[src/rtl/collision_judge.sv]
// Game-state judge for the dino runner: detects dino/obstacle overlap, keeps the BCD score
// and best score, and sequences IDLE -> RUN -> HIT -> OVER.
module collision_judge #(
    parameter int unsigned DINO_X     = 80,
    parameter int unsigned DINO_W     = 40,
    parameter int unsigned DINO_H     = 40,
    parameter int unsigned OBST_W     = 20,
    parameter int unsigned OBST_H     = 40,
    parameter int unsigned BIRD_W     = 40,
    parameter int unsigned BIRD_LO    = 50,
    parameter int unsigned BIRD_HI    = 80,
    parameter int unsigned HIT_FRAMES = 3,
    parameter int unsigned SCORE_DIV  = 10,
    parameter int unsigned HIT_HOLD   = 20
) (
    input  logic        clk_10000Hz,
    input  logic        reset,
    input  logic        game_tick,
    input  logic        start,
    input  logic [31:0] x_obst0,
    input  logic [31:0] x_obst1,
    input  logic [31:0] x_obst2,
    input  logic [31:0] x_bird_obst0,
    input  logic [31:0] x_bird_obst1,
    input  logic [9:0]  y_dino,
    output logic        enable,
    output logic        obst_reset,
    output logic        game_over,
    output logic        hit_flash,
    output logic [15:0] score,
    output logic [15:0] hi_score
);

    typedef enum logic [1:0] {StIdle, StRun, StHit, StOver} state_e;

    localparam logic [15:0] TickLast = 16'(SCORE_DIV - 1);
    localparam logic [15:0] HitLast  = 16'(HIT_FRAMES - 1);
    localparam logic [15:0] HoldLast = 16'(HIT_HOLD - 1);

    state_e      state_q, state_d;
    logic [15:0] score_q, score_d;
    logic [15:0] hi_score_q, hi_score_d;
    logic [15:0] tick_cnt_q, tick_cnt_d;
    logic [15:0] hit_cnt_q, hit_cnt_d;
    logic [15:0] hold_cnt_q, hold_cnt_d;
    logic        obst_reset_q, obst_reset_d;

    logic [32:0] y_ext;
    logic        ground_y, bird_y, hit_now;

    // 33-bit compare so a far-right obstacle plus its width can never wrap into the dino.
    function automatic logic x_overlap(input logic [31:0] x, input logic [32:0] w);
        return ({1'b0, x} < 33'(DINO_X + DINO_W)) && (({1'b0, x} + w) > 33'(DINO_X));
    endfunction

    function automatic logic [15:0] bcd_inc(input logic [15:0] v);
        logic [15:0] r;
        logic        carry;
        r     = v;
        carry = 1'b1;
        if (v != 16'h9999) begin
            for (int i = 0; i < 4; i++) begin
                if (carry) begin
                    if (r[4*i +: 4] == 4'd9) begin
                        r[4*i +: 4] = 4'd0;
                    end else begin
                        r[4*i +: 4] = r[4*i +: 4] + 4'd1;
                        carry       = 1'b0;
                    end
                end
            end
        end
        return r;
    endfunction

    assign y_ext    = {23'b0, y_dino};
    assign ground_y = y_ext < 33'(OBST_H);
    assign bird_y   = (y_ext < 33'(BIRD_HI)) && ((y_ext + 33'(DINO_H)) > 33'(BIRD_LO));

    assign hit_now = (ground_y && (x_overlap(x_obst0, 33'(OBST_W)) ||
                                   x_overlap(x_obst1, 33'(OBST_W)) ||
                                   x_overlap(x_obst2, 33'(OBST_W)))) ||
                     (bird_y && (x_overlap(x_bird_obst0, 33'(BIRD_W)) ||
                                 x_overlap(x_bird_obst1, 33'(BIRD_W))));

    always_comb begin
        state_d      = state_q;
        score_d      = score_q;
        hi_score_d   = hi_score_q;
        tick_cnt_d   = tick_cnt_q;
        hit_cnt_d    = hit_cnt_q;
        hold_cnt_d   = hold_cnt_q;
        obst_reset_d = 1'b0;

        unique case (state_q)
            StIdle, StOver: begin
                // A coincident game_tick is deliberately dropped here.
                if (start) begin
                    state_d      = StRun;
                    score_d      = 16'h0000;
                    tick_cnt_d   = 16'd0;
                    hit_cnt_d    = 16'd0;
                    hold_cnt_d   = 16'd0;
                    obst_reset_d = 1'b1;
                end
            end
            StRun: begin
                if (game_tick) begin
                    if (tick_cnt_q == TickLast) begin
                        tick_cnt_d = 16'd0;
                        score_d    = bcd_inc(score_q);
                    end else begin
                        tick_cnt_d = tick_cnt_q + 16'd1;
                    end

                    if (!hit_now) begin
                        hit_cnt_d = 16'd0;
                    end else if (hit_cnt_q == HitLast) begin
                        hit_cnt_d  = 16'd0;
                        hold_cnt_d = 16'd0;
                        state_d    = StHit;
                    end else begin
                        hit_cnt_d = hit_cnt_q + 16'd1;
                    end
                end
            end
            StHit: begin
                if (game_tick) begin
                    if (hold_cnt_q == HoldLast) begin
                        hold_cnt_d = 16'd0;
                        state_d    = StOver;
                        // Packed BCD orders the same as the decimal value.
                        if (score_q > hi_score_q) begin
                            hi_score_d = score_q;
                        end
                    end else begin
                        hold_cnt_d = hold_cnt_q + 16'd1;
                    end
                end
            end
            default: ;
        endcase
    end

    always_ff @(posedge clk_10000Hz) begin
        if (!reset) begin
            state_q      <= StIdle;
            score_q      <= 16'h0000;
            hi_score_q   <= 16'h0000;
            tick_cnt_q   <= 16'd0;
            hit_cnt_q    <= 16'd0;
            hold_cnt_q   <= 16'd0;
            obst_reset_q <= 1'b0;
        end else begin
            state_q      <= state_d;
            score_q      <= score_d;
            hi_score_q   <= hi_score_d;
            tick_cnt_q   <= tick_cnt_d;
            hit_cnt_q    <= hit_cnt_d;
            hold_cnt_q   <= hold_cnt_d;
            obst_reset_q <= obst_reset_d;
        end
    end

    assign enable     = (state_q == StRun);
    assign hit_flash  = (state_q == StHit);
    assign game_over  = (state_q == StOver);
    assign obst_reset = obst_reset_q;
    assign score      = score_q;
    assign hi_score   = hi_score_q;

endmodule

[config.mk]
export PLATFORM = sky130hd
export DESIGN_NAME = collision_judge
export DESIGN_NICKNAME = d
export VERILOG_FILES = /design/src/rtl/collision_judge.sv
export SDC_FILE = /design/constraint.sdc
export NUM_CORES = 1
export LEC_CHECK = 0
export ABC_AREA = 1
export CORE_UTILIZATION = 50
export CTS_BUF_LIST = sky130_fd_sc_hd__clkbuf_4
export DETAILED_ROUTE_END_ITERATION = 10
export DONT_BUFFER_PORTS = 1
export PLACE_DENSITY = 0.71
export SLEW_MARGIN = 0
export SYNTH_ARGS = -nofsm -noshare
export SYNTH_HDL_FRONTEND = slang
export SYNTH_SLANG_ARGS = --single-unit
export TNS_END_PERCENT = 1
[constraint.sdc]
create_clock -name clk_10000Hz -period 2.5 [get_ports clk_10000Hz]
set_input_delay 0.375 -clock clk_10000Hz [delete_from_list [all_inputs] [get_ports clk_10000Hz]]
set_output_delay 0.375 -clock clk_10000Hz [all_outputs]
set_load 0.005 [all_outputs]
==> summary.txt <==
Run status
  • Status: complete, no violations

Global routing
  • Vias in the first global route: ~11000
  • Global-route wire length before repair: between 40000 and 50000 um
  • Total grt overflow: 0
  • Total Routing Usage GR: 27.5%
  • Antenna violations before repair: 0
  • Largest net degree at the start of global routing: 33

Routing
  • DRT Wirelength: 29300 um
  • Drt first pass iters: 5
  • Avg WL per Cell: 13.4 um
  • Drc violations: 0
  • Initial DRC count: 594
  • Antenna Nets Post-Route: 0
  • Total number of vias: between 10000 and 15000
  • Vias per inst: 5.43

Synthesis
  • Seq/Total Area, Yosys: about 16%
  • Mapped Area: between 0.01 and 0.015 mm^2
  • Main synth FF type: dfxtp_1
  • Most frequent cell after synthesis: nand2_1
  • Synthesized netlist cell count: 1870
  • Cell variety after synth: 50
  • Post-synth EDFFs: 0
  • Yosys reg bits: 83
  • Ys async rst share: 0%
  • Synth area leader: nand2_1
  • Post-synth top area share: 19.9%
  • Most area-consuming cells after synthesis: nand2_1 20%, dfxtp_1 16%, nor2_1 11%
  • Yosys warning count: 0
  • Syn_nets: approximately 2100
  • Syn_area_per_cell: roughly 5.5 um^2
  • Most frequent cells after synthesis: 545 x nand2_1, 304 x nor2_1, 267 x inv_1

Critical path
  • CP Class: reg2reg
  • Critical Path End Type: flop
  • CP top delay family: compound AO/OA/AOI/OAI gates
  • Nature of the critical path startpoint: flop
  • Buffers & Inverters on Critical Path: 3
  • Critical path fanouts, max: 16
  • Slowest-stage cell, CP: dfxtp_2
  • CP max stage delay: 0.38 ns
  • CP cell instances: inv_1 -> ha_1 -> nand2_1 -> nor2_2 -> nand4_1 -> a31o_2 -> a2111oi_4 -> buf_4 -> buf_12 -> nor2_1 -> a211oi_1
  • CP required: between 2 and 3 ns
  • CP Data Arrival Time: 2.71 ns

Floorplanning
  • Die area: 0.0211 mm^2
  • Rows: 52
  • Die Ht: 145 um
  • I/O pins: 210
  • Core Box Area: 0.0202 mm^2
  • Die Wd: 145 um
  • Initial Utilization: between 50% and 60%

Pwr
  • Total power: 4.06 mW
  • P_leak: between 4 and 5 nW
  • Peak VDD IR: 0.000503 V
  • PD cells: approximately 370 mW/mm^2

STA
  • Worst-margin pin slew: 0.824 ns
  • Final hold viol count: 0
  • Final Cycle Share: 93.5%
  • Unrepaired setup endpoints after global routing: yes
  • Final setup violation count: 0
  • Pins Over Slew Limit: 0
  • Fmax: between 400 and 500 MHz
  • Clk_skew: 0.0156 ns
  • Slew HR: 44.6%
  • Post-route setup slack: between 0.15 and 0.2 ns
  • Final min period: approximately 2.3 ns
  • Setup TNS: 0 ns
  • Final hold slack: 0.0354 ns

Final layout
  • Finished layout cell area: 0.0111 mm^2
  • Layout net count: 2123
  • Final cell count without fillers: 2188
  • Share of post-route cells with drive strength above 1: ~8.6%
  • Core Util, Final: 54.8%
  • Area delta synth->final: 7.78%

Placed design
  • Inst Count DP: around 2200
  • Hpwl dp: 24200 um
  • Worst slack at placement: -0.179 ns
  • Buffers added on ports: 0
  • DP Area: about 0.011 mm^2
  • GP Congestion: 0.939

Clock tree
  • CTS H-tree lvls: 3
  • Clock sink count: 83
  • Clk root buf: clkbuf_4
  • Worst-skew pair later-pin latency: 0.45 ns
  • Worst-path clk slew: 0.14 ns
  • Maximum clock insertion buffer count: 2
  • CTS tree: done
  • CTS buffer count: 9

Hold path
  • Worst min path class: in2reg

Run
  • Max-cap violations: 0
-- layout make-up --
type                            instances  area (um^2)
Antenna cell                            1         2.50
Clock buffer                           10         75.1
Clock inverter                          6         32.5
Fill cell                            2109         9110
Inverter                              273         1030
Multi-Input combinational cell       1491         7480
Sequential cell                        83         1670
Tap cell                              270          338
Timing Repair Buffer                   54          435
-- logic make-up after synthesis --
kind of cell / after synthesis / share of synthesized area (%)
flops: 83 / 16.2
fa+ha+maj: 37 / 4.51
simple gates: 1243 / 54.3
xor+xnor: 46 / 3.93
compound gates: 165 / 9.85
buf+inv: 296 / 11.2
-- where the power goes --
| group | total [mW] | switching, mW | internal [mW] |
|---|---|---|---|
| combinational | 1.91 | 1.23 | 0.672 |
| clock | 0.692 | 0.487 | 0.206 |
| sequential | 1.46 | 0.0746 | 1.39 |
-- repair_timing --
item | in CTS | in global routing
buffers inserted | 0 | 3
resized for setup | 0 | 9
hold endpoints to repair | 0 | 0
endpoints found under the setup margin | 0 | 18
hold buffers | 0 | 0
-- final timing paths --
kind	from	cells past startpoint	endpoint	slack, ns
setup / recovery	hi_score[15]	11	hi_score[1]	0.16
hold reg to reg	hit_cnt_q[1]	2	hit_cnt_q[1]	0.50
setup reg to reg	hi_score[15]	11	hi_score[1]	0.16
hold / removal	reset	2	state_q[0]	0.04
-- state kept, by name, indices dropped and copies added, names as in the netlist --
signal,flops
score,16
obst_reset,1
hit_cnt_q,16
tick_cnt_q,16
hold_cnt_q,16
state_q,2
hi_score,16
-- per-layer routing --
metal | share of wire, % | global-route usage (%)
met5 | 0 | 0
met3 | 7.1 | 4.53
met1 | 44 | 35.2
met4 | 1.5 | 6.37
met2 | 47 | 47.8
-- cells in the final DEF, fill, tap and decap left out, types with 2 or more instances in the layout --
master / netlist / layout
o22ai_1: 8 / 8
nor2_1: 304 / 303
inv_1: 267 / 267
nor3_1: 53 / 53
nor2_2: 17 / 18
nand3_2: 15 / 15
clkinv_1: 0 / 2
buf_4: 0 / 52
nor4_1: 38 / 38
xor2_1: 36 / 36
nor2_4: 9 / 9
dfxtp_1: 83 / 77
o31ai_1: 3 / 3
nor3b_1: 3 / 3
or2_2: 2 / 2
nand4_1: 62 / 62
o21a_1: 6 / 6
clkbuf_4: 0 / 10
xnor2_1: 10 / 10
nor3_2: 3 / 3
a211oi_1: 21 / 20
nand2_2: 17 / 18
ha_1: 37 / 37
a21oi_1: 49 / 49
clkinvlp_4: 0 / 2
inv_2: 6 / 5
a21oi_2: 13 / 13
o21ai_0: 47 / 47
nand3_1: 144 / 144
o21ai_1: 4 / 4
a31oi_1: 2 / 2
and2_1: 4 / 4
nand2_1: 545 / 544
clkinv_2: 0 / 2
nand3b_1: 21 / 21
dfxtp_2: 0 / 6
o21bai_1: 4 / 4
Power figures use the tool's default switching activity.
